==> config.mk <==
export PLATFORM = sky130hd
export DESIGN_NAME = pll_scan_readback
export DESIGN_NICKNAME = d
export VERILOG_FILES = /design/src/rtl/pll_scan_pkg.sv /design/src/rtl/pll_scan_readback_crc16.sv /design/src/rtl/pll_scan_readback.sv
export SDC_FILE = /design/constraint.sdc
export NUM_CORES = 1
export LEC_CHECK = 0
export ABC_AREA = 1
export CORE_UTILIZATION = 40
export DETAILED_ROUTE_END_ITERATION = 7
export HOLD_SLACK_MARGIN = 0.15
export SYNTH_ARGS = -nofsm -noshare
export SYNTH_HDL_FRONTEND = slang
export SYNTH_SLANG_ARGS = --single-unit
==> constraint.sdc <==
create_clock -name clock -period 2.2 [get_ports clock]
set_input_delay 0.44 -clock clock [delete_from_list [all_inputs] [get_ports clock]]
set_output_delay 0.44 -clock clock [all_outputs]
set_load 0.02 [all_outputs]
==> src/rtl/pll_scan_pkg.sv <==
// Shared types and constants for the PLL scan-chain readback block.
package pll_scan_pkg;

   localparam int unsigned PLL_CHAIN_LEN = 144;
   localparam logic [15:0] CRC_POLY      = 16'h1021;
   localparam logic [15:0] CRC_INIT      = 16'hFFFF;

   typedef enum logic [2:0] {
      S_IDLE     = 3'd0,
      S_REQ      = 3'd1,
      S_SHIFT_LO = 3'd2,
      S_SHIFT_HI = 3'd3,
      S_HOLD     = 3'd4,
      S_FIN      = 3'd5
   } state_t;

endpackage

==> src/rtl/pll_scan_readback_crc16.sv <==
// Bit-serial CRC-16/CCITT over the captured scan bits; built only with PLL_READBACK_CRC_EN.
`ifdef PLL_READBACK_CRC_EN
module pll_scan_crc16
   import pll_scan_pkg::*;
(
   input  logic        clock,
   input  logic        reset_n,
   input  logic        i_init,
   input  logic        i_en,
   input  logic        i_din,
   output logic [15:0] o_crc
);

   logic        w_fb;
   logic [15:0] w_crc_nxt;

   always_comb begin
      w_fb      = o_crc[15] ^ i_din;
      w_crc_nxt = {o_crc[14:0], 1'b0} ^ (w_fb ? CRC_POLY : 16'h0000);
   end

   always_ff @(posedge clock or negedge reset_n) begin
      if (!reset_n)    o_crc <= CRC_INIT;
      else if (i_init) o_crc <= CRC_INIT;
      else if (i_en)   o_crc <= w_crc_nxt;
   end

endmodule
`endif

==> src/rtl/pll_scan_readback.sv <==
// Reads back the PLL reconfig scan chain, recirculating each bit, and emits LSB-first bytes.
// Optional CRC-16 output enabled by defining PLL_READBACK_CRC_EN.
module pll_scan_readback
   import pll_scan_pkg::*;
#(
   parameter int unsigned CHAIN_LEN   = PLL_CHAIN_LEN,
   parameter int unsigned SCANCLK_DIV = 2
)
(
   input  logic        clock,
   input  logic        reset_n,
   input  logic        start,
   output logic        busy,
   output logic        done,
   output logic        error,
   output logic        scan_req,
   input  logic        scan_gnt,
   output logic        scanclk,
   output logic        scanclkena,
   output logic        scandata,
   input  logic        scandataout,
   output logic [7:0]  byte_data,
   output logic        byte_valid,
   input  logic        byte_ready
`ifdef PLL_READBACK_CRC_EN
   ,
   output logic [15:0] crc
`endif
);

   localparam int unsigned CNT_W = $clog2(CHAIN_LEN + 1);
   localparam int unsigned DIV_W = (SCANCLK_DIV > 1) ? $clog2(SCANCLK_DIV) : 1;

   state_t           r_state;
   state_t           w_state_nxt;
   logic             w_abort;
   logic [CNT_W-1:0] r_bit_cnt;
   logic [DIV_W-1:0] r_div;
   logic [2:0]       r_bidx;
   logic [7:0]       r_sr;

   logic w_div_first;
   logic w_div_last;
   logic w_last_bit;
   logic w_all_done;
   logic w_accept;
   logic w_start_acc;
   logic w_sample;
   logic w_bit_end;
   logic w_nxt_shift;

   always_comb begin
      w_div_first = (r_div == '0);
      w_div_last  = (r_div == DIV_W'(SCANCLK_DIV - 1));
      w_last_bit  = (r_bit_cnt == CNT_W'(CHAIN_LEN - 1));
      w_all_done  = (r_bit_cnt == CNT_W'(CHAIN_LEN));
      w_accept    = byte_valid && byte_ready;
      w_start_acc = (r_state == S_IDLE) && start;
      w_sample    = (r_state == S_SHIFT_LO) && w_div_last;
      w_bit_end   = (r_state == S_SHIFT_HI) && w_div_last && scan_gnt;
      w_nxt_shift = (w_state_nxt == S_SHIFT_LO) || (w_state_nxt == S_SHIFT_HI);
   end

   // Next-state logic; losing the grant anywhere in the shift/hold phase aborts via FIN.
   always_comb begin
      w_state_nxt = r_state;
      w_abort     = 1'b0;
      case (r_state)
         S_IDLE:     if (start) w_state_nxt = S_REQ;
         S_REQ:      if (scan_gnt) w_state_nxt = S_SHIFT_LO;
         S_SHIFT_LO: begin
            if (!scan_gnt)       w_abort = 1'b1;
            else if (w_div_last) w_state_nxt = S_SHIFT_HI;
         end
         S_SHIFT_HI: begin
            if (!scan_gnt)       w_abort = 1'b1;
            else if (w_div_last) w_state_nxt = (w_last_bit || (r_bidx == 3'd7)) ? S_HOLD : S_SHIFT_LO;
         end
         S_HOLD: begin
            if (!scan_gnt)     w_abort = 1'b1;
            else if (w_accept) w_state_nxt = w_all_done ? S_FIN : S_SHIFT_LO;
         end
         S_FIN:      w_state_nxt = S_IDLE;
         default:    w_state_nxt = S_IDLE;
      endcase
      if (w_abort) w_state_nxt = S_FIN;
   end

   always_ff @(posedge clock or negedge reset_n) begin
      if (!reset_n) r_state <= S_IDLE;
      else          r_state <= w_state_nxt;
   end

   // Registered outputs decoded from the next state, plus the shift datapath.
   always_ff @(posedge clock or negedge reset_n) begin
      if (!reset_n) begin
         busy       <= 1'b0;
         done       <= 1'b0;
         error      <= 1'b0;
         scan_req   <= 1'b0;
         scanclk    <= 1'b0;
         scanclkena <= 1'b0;
         scandata   <= 1'b0;
         byte_data  <= 8'h00;
         byte_valid <= 1'b0;
         r_div      <= '0;
         r_bit_cnt  <= '0;
         r_bidx     <= 3'd0;
         r_sr       <= 8'h00;
      end else begin
         busy       <= (w_state_nxt != S_IDLE);
         done       <= (w_state_nxt == S_FIN);
         scan_req   <= (w_state_nxt == S_REQ) || w_nxt_shift || (w_state_nxt == S_HOLD);
         scanclk    <= (w_state_nxt == S_SHIFT_HI);
         scanclkena <= w_nxt_shift;
         byte_valid <= (w_state_nxt == S_HOLD);
         r_div      <= (w_state_nxt != r_state) ? '0 : r_div + DIV_W'(1);

         if (w_start_acc) begin
            error     <= 1'b0;
            r_bit_cnt <= '0;
            r_bidx    <= 3'd0;
            r_sr      <= 8'h00;
         end else if (w_abort) begin
            error <= 1'b1;
         end

         // Feed the bit now on scandataout back in so the chain ends where it started.
         if ((r_state == S_SHIFT_LO) && w_div_first) scandata <= scandataout;
         if (w_sample) r_sr[r_bidx] <= scandataout;

         if (w_bit_end) begin
            r_bit_cnt <= r_bit_cnt + CNT_W'(1);
            r_bidx    <= r_bidx + 3'd1;
         end

         if ((r_state == S_SHIFT_HI) && (w_state_nxt == S_HOLD)) byte_data <= r_sr;
         if ((r_state == S_HOLD) && (w_state_nxt == S_SHIFT_LO)) r_sr <= 8'h00;
      end
   end

`ifdef PLL_READBACK_CRC_EN
   pll_scan_crc16 u_crc (
      .clock   (clock),
      .reset_n (reset_n),
      .i_init  (w_start_acc),
      .i_en    (w_sample),
      .i_din   (scandataout),
      .o_crc   (crc)
   );
`endif

endmodule

==> flow_summary.json <==
{
  "grt_start_max_net_pins": 40,
  "worstPathRequired_ns": 2.39,
  "die_y_um": 71.5,
  "status": "finished clean",
  "die_w_um": 71.5,
  "critPathCaptureType": "flip-flop",
  "yosys_warnings": 0,
  "reg2reg_to": "done",
  "setup_viol_count_final": 0,
  "grt_pass1_wl_um": 6760,
  "final_max_slew_viol_count": 0,
  "r2r_cells": 13,
  "hpwl_um": 2750,
  "nNetsFinal": 278,
  "syn_area_per_cell_um2": 8.11,
  "place_congestion": 0.789,
  "syn2layout_area_growth_pct": 19.4,
  "period_minus_slack_ns": 1.77,
  "maxCapViolCount": 0,
  "num-fill-cells": 450,
  "ios": 22,
  "clockBufferDepth": 2,
  "post-cts-setup-buffers": 0,
  "die_area_um2": 5110,
  "ys_types": 26,
  "rsz0062_at_grt": "no",
  "core_um2": 4500,
  "drc": 0,
  "final_area_um2": 2310,
  "worstSkewPairLatency_ns": 0.30,
  "timing.rr.start": "r_bit_cnt[0]",
  "hold_viol": 0,
  "cts_sinks": 39,
  "vias": 1586,
  "wirelength_um": 3880,
  "hold_buffers": 0,
  "cts_tree": "yes",
  "cts_root_buf": "clkbuf_8",
  "critPathLaunchType": "flip-flop",
  "critPathKind": "flip-flop to flip-flop",
  "finalClockSkew_ns": 0.00673,
  "cts_made_buffers": 5,
  "synth_area_leaders": "dfrtp_1 51%, nand2_1 9.1%, o21ai_0 9.1%, inv_1 7.4%, nor2_1 5.1%",
  "layout-drive-gt1-share": 0.0967,
  "ir_drop_mv": 0.538,
  "ant_nets": 0,
  "fmax_ghz": 0.566,
  "antenna_cells": 0,
  "ys_top_cells_by_count": "47 x nand2_1, 39 x dfrtp_1, 38 x inv_1, 35 x o21ai_0, 26 x nor2_1",
  "dpl-instance-area_um2": 2220,
  "dr.pass1.iters": 4,
  "num_rows": 24,
  "yosysSeqAreaShare": 0.506,
  "path_clk_slew_ns": 0.07,
  "synth_top_cell_area_share": 0.506,
  "portBuffers": 21,
  "worst_hold_slack_ns": 0.180,
  "grt_pass1_vias": 1535,
  "power.total_mw": 2.37,
  "p_per_area_nw_per_um2": 1030,
  "synth_area_leader_cell": "dfrtp_1",
  "grt_antenna_before_repair": 0,
  "rrSetupSlack_ns": 0.43,
  "grt_remaining_overflow": 0,
  "finalSetupTns_ns": 0,
  "netlist_area_um2": 1930,
  "min_period_over_period": 0.803,
  "worst-path-max-fanout": 5,
  "initial_utilization": 0.429,
  "first_iter_violations": 88,
  "yosys_most_used_dff": "dfrtp_1",
  "hold_path_class": "input port to asynchronous set/reset pin",
  "vias_per_cell": 4.94,
  "synthArstFlopShare": 1.00,
  "yosys_register_bits": 39,
  "arrival_ns": 1.96,
  "p_leak_nw": 1.14,
  "tightest_slew_ns": 0.563,
  "synth_nets": 248,
  "ctsResizeCount": 0,
  "synth_most_common_cell": "nand2_1",
  "synth_cells": 238,
  "grt.total_usage": 0.172,
  "h-tree-depth": 2,
  "slew_headroom": 0.622,
  "wl_per_cell_um": 12.1,
  "synth_edf_count": 0
}
cell usage in the layout, fill, tap and decap left out, types with 2 or more instances in the layout:
| cell | n |
|---|---|
| buf_4 | 5 |
| clkbuf_8 | 5 |
| o21ai_0 | 35 |
| ha_1 | 4 |
| clkinvlp_4 | 2 |
| dfrtp_1 | 39 |
| inv_2 | 4 |
| o21ai_1 | 2 |
| nand3_1 | 10 |
| nand2_1 | 47 |
| clkdlybuf4s50_1 | 20 |
| nor2_1 | 26 |
| inv_1 | 38 |
| nand2_2 | 3 |
| a21oi_1 | 14 |
how the worst max path moves through the flow:
stage                   end          from  cells past startpoint  slack (ns)
6_report               done  r_bit_cnt[0]                     13        0.43
3_5_place_dp   r_bit_cnt[7]      scan_gnt                      8        0.16
3_3_place_gp   r_bit_cnt[7]      scan_gnt                      8        0.17
2_1_floorplan          done     r_bidx[1]                     12        0.58
5_1_grt                done  r_bit_cnt[0]                     12        0.16
4_1_cts                done     r_bidx[1]                     12        0.42
layout make-up:
type / instances / area (um2) / area share
Sequential cell: 39 / 976 / 0.423
Inverter: 42 / 158 / 0.0684
Clock buffer: 5 / 68.8 / 0.0298
Timing Repair Buffer: 26 / 243 / 0.105
Clock inverter: 3 / 20.0 / 0.00868
Multi-Input combinational cell: 154 / 776 / 0.336
Tap cell: 52 / 65.1 / 0.0282
per-layer routing:
layer	global-route usage	vias up	share of wire	routed length, um
met5	0	-	0	0
met2	0.285	29	0.46	1770
met3	0.0352	8	0.031	120
met4	0.0719	0	0.018	70
li1	-	825	-	-
met1	0.220	724	0.50	1920
sequential cells by signal (all words and copies together) (netlist names):
register / cells
busy: 1
byte_data: 8
byte_valid: 1
done: 1
error: 1
r_bidx: 3
r_bit_cnt: 8
r_div: 1
r_sr: 8
r_state: 3
scan_req: 1
scanclk: 1
scanclkena: 1
scandata: 1
critical path, stage by stage (launching register included):
cell     delay (ns)
dfrtp_1        0.43
ha_1           0.23
nand2_1        0.09
nor2_1         0.07
nand3_1        0.09
nand2_1        0.05
nand2_1        0.07
o21ai_0        0.10
nand2_2        0.11
nand2_1        0.07
nor2_1         0.19
inv_1          0.08
nand2_1        0.06
inv_1          0.04
cell families after synthesis:
group / Yosys count / share of synthesized area
flip-flops: 39 / 0.506
AO/OA/AOI/OAI: 56 / 0.152
AND/OR/NAND/NOR: 94 / 0.224
adder cells (fa/ha/maj): 4 / 0.0259
buffers and inverters: 45 / 0.0927
power breakdown:
group	internal (mW)	total, mW	switching [mW]	leakage (nW)
clock	0.220	0.479	0.259	0.0402
sequential	0.863	0.968	0.105	0.526
combinational	0.346	0.920	0.574	0.571
total	1.43	2.37	0.938	1.14
stage by stage:
stage,cells,util,setup WS (ns)
3_5_place_dp,313,0.492,0.161
3_3_place_gp,313,0.492,0.175
5_1_grt,321,0.512,0.157
4_1_cts,321,0.512,0.425
6_report,321,0.512,0.432
2_1_floorplan,238,-,0.581
No activity file was read; power rests on OpenSTA's default activity.
